[config.mk]
export PLATFORM = sky130hd
export DESIGN_NAME = height_filter
export DESIGN_NICKNAME = d
export VERILOG_FILES = /design/src/rtl/height_filter.sv
export SDC_FILE = /design/constraint.sdc
export NUM_CORES = 1
export LEC_CHECK = 0
export CAP_MARGIN = 10
export CORE_MARGIN = 3
export CORE_UTILIZATION = 25
export CTS_CLUSTER_DIAMETER = 50
export DETAILED_ROUTE_END_ITERATION = 7
export PLACE_DENSITY_LB_ADDON = 0.1
export RECOVER_POWER = 100
export SLEW_MARGIN = 20
export SYNTH_ARGS = -nofsm -noshare
export SYNTH_HDL_FRONTEND = slang
export SYNTH_SLANG_ARGS = --single-unit
[constraint.sdc]
create_clock -name clk -period 7.9 [get_ports clk]
set_input_delay 2.37 -clock clk [delete_from_list [all_inputs] [get_ports clk]]
set_output_delay 2.37 -clock clk [all_outputs]
set_load 0.02 [all_outputs]
[src/rtl/height_filter.sv]
// height_filter: converts a stream of distance samples into heights above a
// run-time calibrated ground. The heights are smoothed with a 2^AVG_LOG2-sample
// moving average, and the peak of the smoothed height is tracked.
// Two states:
//   RUN - filtering.
//   CAL - averaging raw distances to find a new ground distance.
module height_filter #(
    parameter int WIDTH          = 8,
    parameter int DEFAULT_GROUND = 72,
    parameter int AVG_LOG2       = 2
) (
    input  logic             clk,
    input  logic             reset_n,
    input  logic             dist_valid,
    input  logic [WIDTH-1:0] dist_in,
    input  logic             cal_req,
    input  logic             peak_clr,
    output logic             height_valid,
    output logic [WIDTH-1:0] height_out,
    output logic [WIDTH-1:0] peak_out,
    output logic [WIDTH-1:0] ground_out,
    output logic             out_of_range,
    output logic             cal_busy
);

    localparam int N      = 1 << AVG_LOG2;
    localparam int SUM_W  = WIDTH + AVG_LOG2;
    localparam int FILL_W = AVG_LOG2 + 1;

    typedef enum logic [0:0] {
        ST_RUN = 1'b0,
        ST_CAL = 1'b1
    } state_t;

    state_t               r_state;
    logic [WIDTH-1:0]     r_ground;
    logic [WIDTH-1:0]     r_win [0:N-1];
    logic [SUM_W-1:0]     r_sum;
    logic [AVG_LOG2-1:0]  r_wptr;
    logic [FILL_W-1:0]    r_fill;
    logic [SUM_W-1:0]     r_cal_sum;
    logic [AVG_LOG2-1:0]  r_cal_cnt;
    logic [WIDTH-1:0]     r_height;
    logic [WIDTH-1:0]     r_peak;
    logic                 r_hvalid;
    logic                 r_oor;
    logic                 r_cal_busy;

    logic                 w_over;
    logic [WIDTH-1:0]     w_raw;
    logic [SUM_W-1:0]     w_new_sum;
    logic [WIDTH-1:0]     w_new_height;
    logic                 w_fills;
    logic [FILL_W-1:0]    w_fill_next;
    logic [SUM_W-1:0]     w_cal_sum_next;
    logic                 w_cal_last;

    // A sample further away than the ground contributes zero height.
    assign w_over = (dist_in > r_ground);
    assign w_raw  = w_over ? {WIDTH{1'b0}} : (r_ground - dist_in);

    // The oldest entry is the one about to be overwritten; unfilled slots are
    // zero, so the same update holds while the window is still filling.
    assign w_new_sum    = r_sum + {{AVG_LOG2{1'b0}}, w_raw} - {{AVG_LOG2{1'b0}}, r_win[r_wptr]};
    assign w_new_height = w_new_sum[SUM_W-1:AVG_LOG2];

    // The window counts as full from the sample that completes it onward.
    assign w_fills     = (r_fill >= FILL_W'(N - 1));
    assign w_fill_next = (r_fill == FILL_W'(N)) ? r_fill : (r_fill + FILL_W'(1));

    assign w_cal_sum_next = r_cal_sum + {{AVG_LOG2{1'b0}}, dist_in};
    assign w_cal_last     = (r_cal_cnt == AVG_LOG2'(N - 1));

    // Mode FSM plus the filter, peak and calibration datapath; all outputs registered.
    always_ff @(posedge clk or negedge reset_n) begin
        if (!reset_n) begin
            r_state    <= ST_RUN;
            r_ground   <= WIDTH'(DEFAULT_GROUND);
            for (int i = 0; i < N; i++) begin
                r_win[i] <= {WIDTH{1'b0}};
            end
            r_sum      <= {SUM_W{1'b0}};
            r_wptr     <= {AVG_LOG2{1'b0}};
            r_fill     <= {FILL_W{1'b0}};
            r_cal_sum  <= {SUM_W{1'b0}};
            r_cal_cnt  <= {AVG_LOG2{1'b0}};
            r_height   <= {WIDTH{1'b0}};
            r_peak     <= {WIDTH{1'b0}};
            r_hvalid   <= 1'b0;
            r_oor      <= 1'b0;
            r_cal_busy <= 1'b0;
        end else begin
            r_hvalid <= 1'b0;
            r_oor    <= 1'b0;
            case (r_state)
                ST_RUN: begin
                    if (cal_req) begin
                        // Calibration wins; any coincident sample is dropped.
                        r_state    <= ST_CAL;
                        r_cal_busy <= 1'b1;
                        r_cal_sum  <= {SUM_W{1'b0}};
                        r_cal_cnt  <= {AVG_LOG2{1'b0}};
                        if (peak_clr) begin
                            r_peak <= {WIDTH{1'b0}};
                        end else begin
                            r_peak <= r_peak;
                        end
                    end else if (dist_valid) begin
                        r_win[r_wptr] <= w_raw;
                        r_sum         <= w_new_sum;
                        r_wptr        <= r_wptr + AVG_LOG2'(1);
                        r_fill        <= w_fill_next;
                        r_oor         <= w_over;
                        if (w_fills) begin
                            r_height <= w_new_height;
                            r_hvalid <= 1'b1;
                            if (peak_clr || (w_new_height > r_peak)) begin
                                r_peak <= w_new_height;
                            end else begin
                                r_peak <= r_peak;
                            end
                        end else begin
                            if (peak_clr) begin
                                r_peak <= {WIDTH{1'b0}};
                            end else begin
                                r_peak <= r_peak;
                            end
                        end
                    end else begin
                        if (peak_clr) begin
                            r_peak <= {WIDTH{1'b0}};
                        end else begin
                            r_peak <= r_peak;
                        end
                    end
                end
                ST_CAL: begin
                    if (dist_valid) begin
                        if (w_cal_last) begin
                            // The new ground invalidates every stored height.
                            r_ground   <= w_cal_sum_next[SUM_W-1:AVG_LOG2];
                            r_state    <= ST_RUN;
                            r_cal_busy <= 1'b0;
                            for (int i = 0; i < N; i++) begin
                                r_win[i] <= {WIDTH{1'b0}};
                            end
                            r_sum      <= {SUM_W{1'b0}};
                            r_wptr     <= {AVG_LOG2{1'b0}};
                            r_fill     <= {FILL_W{1'b0}};
                            r_peak     <= {WIDTH{1'b0}};
                            r_cal_sum  <= {SUM_W{1'b0}};
                            r_cal_cnt  <= {AVG_LOG2{1'b0}};
                        end else begin
                            r_cal_sum <= w_cal_sum_next;
                            r_cal_cnt <= r_cal_cnt + AVG_LOG2'(1);
                            if (peak_clr) begin
                                r_peak <= {WIDTH{1'b0}};
                            end else begin
                                r_peak <= r_peak;
                            end
                        end
                    end else begin
                        if (peak_clr) begin
                            r_peak <= {WIDTH{1'b0}};
                        end else begin
                            r_peak <= r_peak;
                        end
                    end
                end
                default: begin
                    r_state    <= ST_RUN;
                    r_cal_busy <= 1'b0;
                end
            endcase
        end
    end

    assign height_valid = r_hvalid;
    assign height_out   = r_height;
    assign peak_out     = r_peak;
    assign ground_out   = r_ground;
    assign out_of_range = r_oor;
    assign cal_busy     = r_cal_busy;

endmodule

==> results of run 1 <==
[tightest hold or removal path: stages, from the launching register on]
cell     delay, ps
dfrtp_1        340
nand2_1         40
o21ai_0         60
[sequential cells by signal, summed over array words and instances, names as in the netlist]
name	cells
r_fill	3
height_valid	1
peak_out	8
r_cal_cnt	2
ground_out	8
r_state	1
r_wptr	2
r_win	32
r_cal_sum	10
out_of_range	1
cal_busy	1
height_out	8
r_sum	10
[synthesized netlist by cell type, drive strengths merged (7+ instances only)]
cell     n
dfrtp   85
nand2   78
inv     54
o21ai   51
ha      42
nor2    22
o31ai   22
a21oi   20
xor2    13
a22o    10
fa      10
nor3    10
and3     8
clkbuf   8
mux4     8
nand3    8
o32ai    8
a211oi   7
buf      7
[metal layers]
layer | up-vias | track usage
met5 | - | 0
met4 | 0 | 0.0467
met3 | 16 | 0.0201
met2 | 81 | 0.215
met1 | 2124 | 0.191
li1 | 2076 | -
[cell families after synthesis]
| group | synth area share |
|---|---|
| adder cells (fa/ha/maj) | 0.134 |
| XOR/XNOR | 0.0291 |
| flip-flops | 0.402 |
| multiplexers | 0.0372 |
| AO/OA/AOI/OAI | 0.205 |
| AND/OR/NAND/NOR | 0.141 |
| buffers and inverters | 0.0522 |
[through the flow]
stage / utilization / hold slack (ps) / instance area, µm² / setup slack (ps) / cells
after floorplan: - / 438 / 5420 / 849 / 550
after global placement: 0.292 / 454 / 6180 / 216 / 864
after detailed placement: 0.292 / 466 / 6180 / 99.8 / 864
after CTS: 0.306 / 483 / 6480 / 450 / 879
after global routing: 0.303 / 503 / 6410 / 12.4 / 879
final: 0.303 / 478 / 6410 / 413 / 879
[layout make-up]
type                       count  area [µm²]  share of cell area
multi-input combinational    394        2920               0.455
sequential                    87        2180               0.340
timing repair buffer          54         470              0.0734
tap                          275         344              0.0536
clock buffer                  12         256              0.0400
inverter                      54         203              0.0316
clock inverter                 3        42.5             0.00663
[cells in the final DEF (no fill, tap or decap), types with 3 or more instances in the layout]
cell type        count
xnor2_1              5
mux4_2               8
clkbuf_16            9
o32ai_1              8
nor2_1              22
a22o_1              10
a211oi_1             5
nor3b_1              3
dfrtp_1             85
o41ai_1              5
or3_1                3
nand2_1             77
nand3_1              8
o21a_1               5
buf_4                8
nor3_1               9
a21oi_1             20
ha_1                42
and3_1               7
dlygate4sd3_1       28
clkdlybuf4s50_1     10
nor2b_1              3
nand3b_1             3
nand2b_1             5
o31ai_1             21
inv_1               53
a22oi_1              4
o211ai_1             4
a21o_1               5
clkbuf_1             9
o21ai_0             49
xor2_1              13
fa_1                10
[worst max path at each step]
stage / start / endpoint / cells past startpoint
2_1_floorplan: dist_in[0] / peak_out[0] / 24
3_3_place_gp: dist_in[0] / peak_out[2] / 24
3_5_place_dp: dist_in[0] / peak_out[0] / 25
4_1_cts: dist_in[0] / peak_out[0] / 25
5_1_grt: dist_in[0] / peak_out[0] / 25
6_report: dist_in[0] / peak_out[0] / 25
==> flow_summary.ini, run 1 <==
[setup_path]
r2r-start = ground_out[0]
worst_path_largest_cell_delay_ps = 440
path_delay_family = adder cells
reg2reg_slack_ps = 2470
crit_top_cell = ha_1
cp_slowest_cell = clkdlybuf4s50_1
start_kind = input pin
path_max_fanout = 7
crit_type = in -> reg
cp_num_buf_inv = 4
crit_arrival_ps = 7720
r2r-end = peak_out[0]
worstPathRequired_ps = 8130
rr_worst_depth = 25
endpoint_kind = flop

[sta]
period_share = 0.948
slew_viol_final = 85
finClkSkew_ps = 9.98
relSlewSlack = -1.50
hold_viol = 0
grt_setup_unrepaired = false
fin_tns_setup_ps = 0
max_clock_freq_mhz = 134
layout_min_cycle_time_ps = 7490
finalSetupViolations = 0
tightestPinTransition_ps = 3740

[placed_design]
io_buffers = 39
dp.final_hpwl_um = 11500
globalplace.congestion = 0.814

[floorplanning]
die-area_um2 = 23500
die_h_um = 153
io_pins = 40
die_w_um = 153
rows = 53
core_um2 = 21200
start_util = 0.256

[drt]
viasPerCell = 4.89
drtAntennaViolNets = 0
via_count = 4297
wl_met2_um = 7310
drcViolationCount = 0
wire_per_inst_um = 17.7
initialDrtViolationCount = 212
wl_um = 15600
drtPass1Iterations = 4
wl_met3_um = 503
top_layer = met4
wl_met1_um = 7470

[clock_tree]
insertion_delay_ps = 350
clockBufferDepth = 2
cts_resized = 0
clock_sinks = 87
htree_levels = 3
cts_root_buffer = clkbuf_16
post_cts_buffers = 0
cts.clk_slew.worst_paths_ps = 70
ctsHoldBuffers = 0
numCtsBuffers = 9
cts_tree = yes

[yosys]
synth.net_count = 615
async_flop_share = 1.00
syn_avg_cell_area_um2 = 9.85
ys_types = 66
synth_edf_count = 0
synthCells = 550
synth_top_area_frac = 0.393
synth_area_leader_cell = dfrtp_1
synth.ff_latch_count = 87
synth_warnings = 0
ys.flop_type = dfrtp_1
yosys-top-cells-area = dfrtp_1 39%, ha_1 9.7%, nand2_1 5.3%, o21ai_0 4.2%, fa_1 3.7%
synth_area_um2 = 5420
ys_seq_area_frac = 0.402

[global_routing]
grt_pass1_vias = 4400
grt_max_degree = 65
antenna_found_initial = 0
overflow = 0
grt_pass1_wl_um = 25000
grt.total_usage = 0.136

[status]
outcome = finished with violations
violations = max-capacitance violations, max-slew violations

[worst_hold_path]
hold_path_end = height_out[7]
hold_path_depth = 2
hold_start = height_out[7]
hold_path_class = reg -> reg

[cells_and_area]
syn2layout_area_growth_pct = 18.4
drive_above_1_share = 0.0745
finalNetCount = 665
n_fill_cell = 2204
num_antenna_cells = 0

[flow_run]
cap_violations = 4
Power of run 1 is left out: the tool's default activity adds up to more than one toggle a clock period on the data nets, which glitch-free logic cannot reach.
==> run 2: changes to the inputs <==
--- a/config.mk
+++ b/config.mk
@@ -8,7 +8,7 @@
 export CAP_MARGIN = 10
 export CORE_MARGIN = 3
 export CORE_UTILIZATION = 25
-export CTS_CLUSTER_DIAMETER = 50
+export CTS_CLUSTER_DIAMETER = 200
 export DETAILED_ROUTE_END_ITERATION = 7
 export PLACE_DENSITY_LB_ADDON = 0.1
 export RECOVER_POWER = 100
==> results of run 2 <==
No change in the layout: final DEF, timing and power equal those of run 1.
Power of run 2 is left out for the same reason.
